### config.mk
export PLATFORM = sky130hd
export DESIGN_NAME = mips_sc_core
export DESIGN_NICKNAME = d
export VERILOG_FILES = /design/src/rtl/mips_pkg.sv /design/src/rtl/mips_cp0.sv /design/src/rtl/mips_sc_core.sv
export SDC_FILE = /design/constraint.sdc
export NUM_CORES = 2
export LEC_CHECK = 0
export ABC_CLOCK_PERIOD_IN_PS = 47200
export CORE_ASPECT_RATIO = 0.6
export CORE_UTILIZATION = 40
export CTS_BUF_LIST = sky130_fd_sc_hd__clkbuf_2
export CTS_CLUSTER_SIZE = 8
export DETAILED_ROUTE_END_ITERATION = 10
export PLACE_DENSITY_LB_ADDON = 0.2
export SYNTH_ARGS = -nofsm -noshare
export SYNTH_HDL_FRONTEND = slang
export SYNTH_SLANG_ARGS = --single-unit
### constraint.sdc
create_clock -name clk -period 47.2 [get_ports clk]
set_input_delay 9.44 -clock clk [delete_from_list [all_inputs] [get_ports clk]]
set_output_delay 9.44 -clock clk [all_outputs]
set_load 0.005 [all_outputs]
### src/rtl/mips_pkg.sv
// Shared constants for the single-cycle MIPS core: opcodes, functs, CP0 indices and exception codes.
// Subword load/store opcodes are decoded only when SUBWORD_MEM_EN is defined.
package mips_pkg;

    localparam logic [31:0] RESET_PC     = 32'h0000_3000;
    localparam logic [31:0] HANDLER_PC   = 32'h0000_4180;
    localparam logic [31:0] INT_ACK_ADDR = 32'h0000_7F20;

    localparam logic [5:0] OP_SPECIAL = 6'h00;
    localparam logic [5:0] OP_J       = 6'h02;
    localparam logic [5:0] OP_JAL     = 6'h03;
    localparam logic [5:0] OP_BEQ     = 6'h04;
    localparam logic [5:0] OP_BNE     = 6'h05;
    localparam logic [5:0] OP_ADDIU   = 6'h09;
    localparam logic [5:0] OP_ANDI    = 6'h0C;
    localparam logic [5:0] OP_ORI     = 6'h0D;
    localparam logic [5:0] OP_LUI     = 6'h0F;
    localparam logic [5:0] OP_COP0    = 6'h10;
    localparam logic [5:0] OP_LB      = 6'h20;
    localparam logic [5:0] OP_LH      = 6'h21;
    localparam logic [5:0] OP_LW      = 6'h23;
    localparam logic [5:0] OP_LBU     = 6'h24;
    localparam logic [5:0] OP_LHU     = 6'h25;
    localparam logic [5:0] OP_SB      = 6'h28;
    localparam logic [5:0] OP_SH      = 6'h29;
    localparam logic [5:0] OP_SW      = 6'h2B;

    localparam logic [5:0] FN_SLL     = 6'h00;
    localparam logic [5:0] FN_JR      = 6'h08;
    localparam logic [5:0] FN_SYSCALL = 6'h0C;
    localparam logic [5:0] FN_ERET    = 6'h18;
    localparam logic [5:0] FN_ADDU    = 6'h21;
    localparam logic [5:0] FN_SUBU    = 6'h23;
    localparam logic [5:0] FN_AND     = 6'h24;
    localparam logic [5:0] FN_OR      = 6'h25;
    localparam logic [5:0] FN_SLT     = 6'h2A;
    localparam logic [5:0] FN_SLTU    = 6'h2B;

    localparam logic [4:0] C0_MF = 5'h00;
    localparam logic [4:0] C0_MT = 5'h04;
    localparam logic [4:0] C0_CO = 5'h10;

    localparam logic [4:0] CP0_SR    = 5'd12;
    localparam logic [4:0] CP0_CAUSE = 5'd13;
    localparam logic [4:0] CP0_EPC   = 5'd14;

    localparam logic [4:0] EXC_INT = 5'd0;
    localparam logic [4:0] EXC_SYS = 5'd8;
    localparam logic [4:0] EXC_RI  = 5'd10;

    // Only IM[15:10], EXL and IE exist in SR; everything else reads back as zero.
    localparam logic [31:0] SR_WMASK = 32'h0000_FC03;

    typedef enum logic [2:0] {
        NPC_SEQ,
        NPC_BRANCH,
        NPC_JUMP,
        NPC_JR,
        NPC_ERET
    } npc_sel_e;

    function automatic logic [31:0] sext16(input logic [15:0] v);
        return {{16{v[15]}}, v};
    endfunction

endpackage

### src/rtl/mips_cp0.sv
// Coprocessor 0: SR/Cause/EPC, interrupt qualification, exception entry and eret.
module mips_cp0
    import mips_pkg::*;
(
    input  logic        clk,
    input  logic        rst,
    input  logic        interrupt_i,
    input  logic [31:0] pc_i,
    input  logic        mtc0_i,
    input  logic        eret_i,
    input  logic        exc_ri_i,
    input  logic        exc_sys_i,
    input  logic [4:0]  addr_i,
    input  logic [31:0] wdata_i,
    output logic [31:0] rdata_o,
    output logic [31:0] epc_o,
    output logic        exc_taken_o
);

    logic [31:0] sr_q, sr_d;
    logic [31:0] epc_q, epc_d;
    logic [4:0]  exc_code_q, exc_code_d;
    logic        irq;

    assign irq         = interrupt_i & sr_q[12] & sr_q[0] & ~sr_q[1];
    assign exc_taken_o = irq | exc_ri_i | exc_sys_i;
    assign epc_o       = epc_q;

    // An exception suppresses the instruction's own CP0 side effects (mtc0, eret).
    always_comb begin
        sr_d       = sr_q;
        epc_d      = epc_q;
        exc_code_d = exc_code_q;
        if (exc_taken_o) begin
            epc_d      = pc_i;
            exc_code_d = irq ? EXC_INT : (exc_ri_i ? EXC_RI : EXC_SYS);
            sr_d[1]    = 1'b1;
        end else if (eret_i) begin
            sr_d[1] = 1'b0;
        end else if (mtc0_i) begin
            case (addr_i)
                CP0_SR:  sr_d  = wdata_i & SR_WMASK;
                CP0_EPC: epc_d = wdata_i;
                default: ;
            endcase
        end
    end

    always_comb begin
        rdata_o = '0;
        case (addr_i)
            CP0_SR:    rdata_o = sr_q;
            CP0_CAUSE: rdata_o = {16'b0, 3'b0, interrupt_i, 5'b0, exc_code_q, 2'b0};
            CP0_EPC:   rdata_o = epc_q;
            default:   rdata_o = '0;
        endcase
    end

    always_ff @(posedge clk or posedge rst) begin
        if (rst) begin
            sr_q       <= '0;
            epc_q      <= '0;
            exc_code_q <= '0;
        end else begin
            sr_q       <= sr_d;
            epc_q      <= epc_d;
            exc_code_q <= exc_code_d;
        end
    end

endmodule

### src/rtl/mips_sc_core.sv
// Single-cycle MIPS-I subset core: PC, GRF, decode/ALU, store routing to memory or interrupt ack.
// Define SUBWORD_MEM_EN to add lb/lbu/lh/lhu/sb/sh; otherwise those opcodes raise RI.
module mips_sc_core
    import mips_pkg::*;
(
    input  logic        clk,
    input  logic        reset,
    input  logic        interrupt,
    output logic [31:0] macroscopic_pc,
    output logic [31:0] i_inst_addr,
    input  logic [31:0] i_inst_rdata,
    output logic [31:0] m_data_addr,
    input  logic [31:0] m_data_rdata,
    output logic [31:0] m_data_wdata,
    output logic [3:0]  m_data_byteen,
    output logic [31:0] m_int_addr,
    output logic [3:0]  m_int_byteen,
    output logic [31:0] m_inst_addr,
    output logic        w_grf_we,
    output logic [4:0]  w_grf_addr,
    output logic [31:0] w_grf_wdata,
    output logic [31:0] w_inst_addr
);

    logic [31:0] pc_q, pc_d;
    logic [31:0] grf_q [32];

    logic [5:0]  op, funct;
    logic [4:0]  rs, rt, rd, shamt;
    logic [15:0] imm;
    logic [31:0] rs_val, rt_val, imm_s, pc_plus4, load_word;
    logic        in_ack;

    logic        wr_en, exc_ri, exc_sys, mtc0, eret;
    logic [4:0]  wr_addr;
    logic [31:0] wr_data, store_data;
    logic [3:0]  store_be;
    npc_sel_e    npc_sel;

    logic [31:0] cp0_rdata, epc;
    logic        exc_taken;

    assign op    = i_inst_rdata[31:26];
    assign rs    = i_inst_rdata[25:21];
    assign rt    = i_inst_rdata[20:16];
    assign rd    = i_inst_rdata[15:11];
    assign shamt = i_inst_rdata[10:6];
    assign funct = i_inst_rdata[5:0];
    assign imm   = i_inst_rdata[15:0];

    assign rs_val    = (rs == 5'd0) ? '0 : grf_q[rs];
    assign rt_val    = (rt == 5'd0) ? '0 : grf_q[rt];
    assign imm_s     = sext16(imm);
    assign pc_plus4  = pc_q + 32'd4;
    assign in_ack    = (m_data_addr[31:2] == INT_ACK_ADDR[31:2]);
    assign load_word = in_ack ? '0 : m_data_rdata;

`ifdef SUBWORD_MEM_EN
    logic [7:0]  ld_byte;
    logic [15:0] ld_half;
    assign ld_byte = load_word[{m_data_addr[1:0], 3'b000} +: 8];
    assign ld_half = load_word[{m_data_addr[1], 4'b0000} +: 16];
`endif

    always_comb begin
        wr_en      = 1'b0;
        wr_addr    = rt;
        wr_data    = '0;
        store_be   = 4'b0000;
        store_data = rt_val;
        npc_sel    = NPC_SEQ;
        exc_ri     = 1'b0;
        exc_sys    = 1'b0;
        mtc0       = 1'b0;
        eret       = 1'b0;
        case (op)
            OP_SPECIAL: begin
                wr_addr = rd;
                case (funct)
                    FN_ADDU:    begin wr_en = 1'b1; wr_data = rs_val + rt_val; end
                    FN_SUBU:    begin wr_en = 1'b1; wr_data = rs_val - rt_val; end
                    FN_AND:     begin wr_en = 1'b1; wr_data = rs_val & rt_val; end
                    FN_OR:      begin wr_en = 1'b1; wr_data = rs_val | rt_val; end
                    FN_SLT:     begin wr_en = 1'b1; wr_data = {31'b0, $signed(rs_val) < $signed(rt_val)}; end
                    FN_SLTU:    begin wr_en = 1'b1; wr_data = {31'b0, rs_val < rt_val}; end
                    FN_SLL:     begin wr_en = 1'b1; wr_data = rt_val << shamt; end
                    FN_JR:      npc_sel = NPC_JR;
                    FN_SYSCALL: exc_sys = 1'b1;
                    default:    exc_ri = 1'b1;
                endcase
            end
            OP_J:     npc_sel = NPC_JUMP;
            OP_JAL:   begin npc_sel = NPC_JUMP; wr_en = 1'b1; wr_addr = 5'd31; wr_data = pc_plus4; end
            OP_BEQ:   if (rs_val == rt_val) npc_sel = NPC_BRANCH;
            OP_BNE:   if (rs_val != rt_val) npc_sel = NPC_BRANCH;
            OP_ADDIU: begin wr_en = 1'b1; wr_data = rs_val + imm_s; end
            OP_ANDI:  begin wr_en = 1'b1; wr_data = rs_val & {16'b0, imm}; end
            OP_ORI:   begin wr_en = 1'b1; wr_data = rs_val | {16'b0, imm}; end
            OP_LUI:   begin wr_en = 1'b1; wr_data = {imm, 16'b0}; end
            OP_LW:    begin wr_en = 1'b1; wr_data = load_word; end
            OP_SW:    store_be = 4'b1111;
`ifdef SUBWORD_MEM_EN
            OP_LB:    begin wr_en = 1'b1; wr_data = {{24{ld_byte[7]}}, ld_byte}; end
            OP_LBU:   begin wr_en = 1'b1; wr_data = {24'b0, ld_byte}; end
            OP_LH:    begin wr_en = 1'b1; wr_data = {{16{ld_half[15]}}, ld_half}; end
            OP_LHU:   begin wr_en = 1'b1; wr_data = {16'b0, ld_half}; end
            OP_SB:    begin store_be = 4'b0001 << m_data_addr[1:0]; store_data = {4{rt_val[7:0]}}; end
            OP_SH:    begin store_be = 4'b0011 << {m_data_addr[1], 1'b0}; store_data = {2{rt_val[15:0]}}; end
`else
            OP_LB, OP_LBU, OP_LH, OP_LHU, OP_SB, OP_SH: exc_ri = 1'b1;
`endif
            OP_COP0: begin
                case (rs)
                    C0_MF:   begin wr_en = 1'b1; wr_data = cp0_rdata; end
                    C0_MT:   mtc0 = 1'b1;
                    C0_CO:   if (funct == FN_ERET) begin eret = 1'b1; npc_sel = NPC_ERET; end
                             else exc_ri = 1'b1;
                    default: exc_ri = 1'b1;
                endcase
            end
            default: exc_ri = 1'b1;
        endcase
    end

    mips_cp0 u_cp0 (
        .clk         (clk),
        .rst         (reset),
        .interrupt_i (interrupt),
        .pc_i        (pc_q),
        .mtc0_i      (mtc0),
        .eret_i      (eret),
        .exc_ri_i    (exc_ri),
        .exc_sys_i   (exc_sys),
        .addr_i      (rd),
        .wdata_i     (rt_val),
        .rdata_o     (cp0_rdata),
        .epc_o       (epc),
        .exc_taken_o (exc_taken)
    );

    always_comb begin
        pc_d = pc_plus4;
        if (exc_taken) begin
            pc_d = HANDLER_PC;
        end else begin
            case (npc_sel)
                NPC_BRANCH: pc_d = pc_plus4 + {imm_s[29:0], 2'b00};
                NPC_JUMP:   pc_d = {pc_q[31:28], i_inst_rdata[25:0], 2'b00};
                NPC_JR:     pc_d = rs_val;
                NPC_ERET:   pc_d = epc;
                default:    pc_d = pc_plus4;
            endcase
        end
    end

    assign macroscopic_pc = pc_q;
    assign i_inst_addr    = pc_q;
    assign m_inst_addr    = pc_q;
    assign w_inst_addr    = pc_q;
    assign m_data_addr    = rs_val + imm_s;
    assign m_int_addr     = m_data_addr;
    assign m_data_wdata   = store_data;
    assign m_data_byteen  = (exc_taken || in_ack) ? 4'b0000 : store_be;
    assign m_int_byteen   = (!exc_taken && in_ack) ? store_be : 4'b0000;
    assign w_grf_we       = wr_en & ~exc_taken;
    assign w_grf_addr     = wr_addr;
    assign w_grf_wdata    = wr_data;

    always_ff @(posedge clk or posedge reset) begin
        if (reset) begin
            pc_q <= RESET_PC;
        end else begin
            pc_q <= pc_d;
        end
    end

    // $0 writes are visible on the trace port but never land in the register file.
    always_ff @(posedge clk or posedge reset) begin
        if (reset) begin
            for (int i = 0; i < 32; i++) grf_q[i] <= '0;
        end else if (w_grf_we && (w_grf_addr != 5'd0)) begin
            grf_q[w_grf_addr] <= w_grf_wdata;
        end
    end

endmodule

==> out/summary.txt <==
post-route total power: 2050 µW
die height: 326 µm
maximum number of buffers from clock root to sink: 4
total global-route track usage: 0.376
vias in the first global route: 58,700
multiplexer share of the synthesized area: 0.221
Final setup viols: 0
number of register bits inferred by synthesis: 1,098
Sequential Area: 27,500 µm²
number of levels in the clock H-tree: 5
CP Capture Point: w_grf_wdata[29]
worst slack on hold paths: 0.399 ns
Std-Cell Rows: 118
Pleak: 0.0341 µW
biggest area contributors in the synthesized netlist: sky130_fd_sc_hd__dfrtp_1, sky130_fd_sc_hd__mux4_2, sky130_fd_sc_hd__a21oi_1, sky130_fd_sc_hd__nor2_1, sky130_fd_sc_hd__o21ai_0
Worst Path Arrival: 19.96 ns
Synth Area in XOR/XNOR: 0.0126
worst flop-to-flop path startpoint: grf_q[417]
Filler cells: 16,800
Die Span X: 543 µm
grt ovf: 0
detail-routed via count per cell: 6.50
kind of end point of the critical path: primary output
Worst Path Required: 37.76 ns
accumulated negative setup slack: 0 ns
number of sinks driven by the clock tree: 1,098
average cell area after synthesis: 10.0 µm²
Post-Synthesis Net Count: 7,235
final antenna-violating net count: 0
Die Footprint: 177,000 µm²
TritonCTS clock tree: built
setup repair after global routing missed its margin: no
Root Buffer Master: sky130_fd_sc_hd__clkbuf_2
final core utilization: 0.447
core outline area: 173,000 µm²
DRT iter0 DRCs: 9,477
clock buffers created by TritonCTS: 282
worst clock skew: 0.230 ns
combinational family with the most area after synthesis: multiplexers
cell type with the largest total area after synthesis: sky130_fd_sc_hd__dfrtp_1
number of max-slew violations in the final report: 8
most frequent cells in the layout: sky130_fd_sc_hd__dfrtp_1, sky130_fd_sc_hd__nor2_1, sky130_fd_sc_hd__a21oi_1
Post-CTS Hold Buffers: 0
worst slack after detailed placement: 18.63 ns
Final WS setup: 17.80 ns
Gates resized, CTS repair: 0
warning count from the yosys run: 0
post-CTS setup buffer count: 0
HPWL after DPL: 242 mm
gate count of the mapped netlist: 6,998
shortest period the worst path allows: 29.40 ns
Highest Clock Rate: 34.0 MHz
most frequently used flop master after synthesis: sky130_fd_sc_hd__dfrtp_1
maximum number of pins on one net before global-route repair: 168
number of antenna violations at the first check in global routing: 24
number of buffer cells added on primary ports: 336
initial cell density of the core: 0.405
number of maximum-capacitance violations: 2
multi-input combinational cell area: 38,700 µm²
share of the clock period used by the worst path: 0.623
endpoint of the most critical register-to-register path: grf_q[605]
Detailed Routing Iterations Pass 1: 9
post-detailed-route DRC marker count: 0
placer congestion estimate: 1.06
Synth top area share: 0.391
Syn-to-layout area delta: 10.5%
most common library cell in the layout ignoring fill and taps: sky130_fd_sc_hd__dfrtp_1
failing checks: capacitance limit, slew limit
Post-Synth Adder-Cell Area: 0.0307
final hold violation count: 0
type of the worst setup path: primary input to primary output
Rel. slew slack: -0.0158
Synth async-reset ratio: 1.00
status: finished with violations
depth of the worst register-to-register path: 22
Nets: 7,353
pwr/cell area: 26.4 nW/µm²
Wirelength per Cell: 35.0 µm
clock transition time at the flip-flop clock pins of the worst setup and hold paths: 0.09 ns
hold path depth: 0
via count of the routed design: 62,700
number of enable flip-flop cells after synthesis: 0
register-to-register setup slack: 37.60 ns
startpoint of the worst setup timing path: i_inst_rdata[19]
Final Routed Wirelength: 338 mm
Synth Area in Compound Gates: 0.168
share of layout cells above drive strength 1: 0.207
element type at the critical path start: primary input
number of unique standard cell types used by synthesis: 108
first-pass GRT wire length: 470 mm
Min-Delay Path Class: flip-flop to flip-flop
Worst-Skew Late Latency: 1.60 ns
Peak VDD IR: 0.0000153 V
IO Count: 337
area of the mapped netlist: 70,200 µm²
sequential fraction of the synthesis area: 0.392
post-synthesis share of cell area spent on and, or, nand and nor gates: 0.112
actual transition at the worst max-transition pin: 1.52 ns
Max FO, Critical Path: 32
==> state kept, by name, indices dropped and copies added, names as in the netlist <==
| register | flops |
|---|---|
| grf_q | 1024 |
| i_inst_addr | 32 |
| u_cp0.epc_o | 32 |
| u_cp0.exc_code_q | 2 |
| u_cp0.sr_q | 8 |
==> critical path, cell delays in order <==
cell and delay, ns:
sky130_fd_sc_hd__buf_2 0.57, sky130_fd_sc_hd__buf_4 0.56, sky130_fd_sc_hd__nand3b_1 0.28, sky130_fd_sc_hd__o22ai_1 0.13, sky130_fd_sc_hd__nor4_1 0.98, sky130_fd_sc_hd__and2_0 0.58, sky130_fd_sc_hd__inv_1 0.24, sky130_fd_sc_hd__ha_1 0.37
sky130_fd_sc_hd__nand2b_1 0.08, sky130_fd_sc_hd__a21oi_1 0.10, sky130_fd_sc_hd__o31ai_1 0.84, sky130_fd_sc_hd__a211oi_1 0.19, sky130_fd_sc_hd__a311oi_1 0.47, sky130_fd_sc_hd__o21ai_0 0.40, sky130_fd_sc_hd__a2111oi_1 0.75, sky130_fd_sc_hd__buf_4 0.29
sky130_fd_sc_hd__o31a_1 0.31, sky130_fd_sc_hd__o21ai_0 0.31, sky130_fd_sc_hd__a211oi_1 0.82, sky130_fd_sc_hd__xnor2_1 0.14, sky130_fd_sc_hd__o221ai_1 1.11, sky130_fd_sc_hd__a21oi_4 -0.02, sky130_fd_sc_hd__buf_4 0.30, sky130_fd_sc_hd__inv_1 0.10
sky130_fd_sc_hd__clkdlybuf4s50_1 0.51
==> final cells by class <==
type | instances | share of cell area
Multi-Input combinational cell | 4952 | 0.499
Clock inverter | 83 | 0.00681
Timing Repair Buffer | 576 | 0.0668
Clock buffer | 386 | 0.0249
Sequential cell | 1098 | 0.354
Inverter | 206 | 0.0101
Antenna cell | 6 | 0.000194
Tap cell | 2340 | 0.0378
==> worst min-delay path by stage <==
stage                           start          end  slack [ns]
after floorplan           grf_q[1007]  grf_q[1007]        0.44
after global placement    grf_q[1021]  grf_q[1021]        0.38
after detailed placement  grf_q[1014]  grf_q[1014]        0.38
after CTS                 grf_q[1010]  grf_q[1010]        0.40
after global routing      grf_q[1010]  grf_q[1010]        0.42
final                     grf_q[1010]  grf_q[1010]        0.40
==> stage by stage <==
step	cells	cell area [µm²]
5_1_grt	9645	77500
2_1_floorplan	6998	70200
4_1_cts	9641	77500
3_5_place_dp	9172	75100
6_report	9647	77600
3_3_place_gp	9172	75100
==> cell families after synthesis <==
family / Yosys count
AOI/OAI and AO/OA: 1932
and+or+nand+nor: 1827
DFF: 1098
buffers and inverters: 948
muxes: 922
adders and majority gates: 170
xor gates and xnor gates: 101
==> metal layers <==
metal / GRT usage / vias to the layer above / part of all wire
met1: 0.575 / 31900 / 0.44
met3: 0.162 / 619 / 0.15
met2: 0.457 / 4322 / 0.37
li1: - / 25900 / -
met4: 0.129 / 10 / 0.038
met5: 0 / - / 0.00024
==> synth_stat cells, types with 36 or more instances <==
cell type and number:
sky130_fd_sc_hd__a221oi_1 58, sky130_fd_sc_hd__xnor2_1 69, sky130_fd_sc_hd__o21ai_0 483, sky130_fd_sc_hd__buf_2 87
sky130_fd_sc_hd__a21oi_1 761, sky130_fd_sc_hd__a21o_1 45, sky130_fd_sc_hd__a22o_1 36, sky130_fd_sc_hd__nor3_1 68
sky130_fd_sc_hd__clkbuf_1 444, sky130_fd_sc_hd__mux2i_1 231, sky130_fd_sc_hd__mux2_2 208, sky130_fd_sc_hd__a31oi_1 50
sky130_fd_sc_hd__a22oi_1 148, sky130_fd_sc_hd__a211oi_1 36, sky130_fd_sc_hd__ha_1 166, sky130_fd_sc_hd__inv_1 198
sky130_fd_sc_hd__nand2_1 638, sky130_fd_sc_hd__o22ai_1 36, sky130_fd_sc_hd__buf_4 155, sky130_fd_sc_hd__dfrtp_1 1096
sky130_fd_sc_hd__mux4_2 481, sky130_fd_sc_hd__nand3_1 83, sky130_fd_sc_hd__nor2_1 776
==> where the power goes <==
part	switching, µW	internal (µW)
Sequential	18.1	960
Clock	443	254
Combinational	247	124
Power figures use the tool's default switching activity.
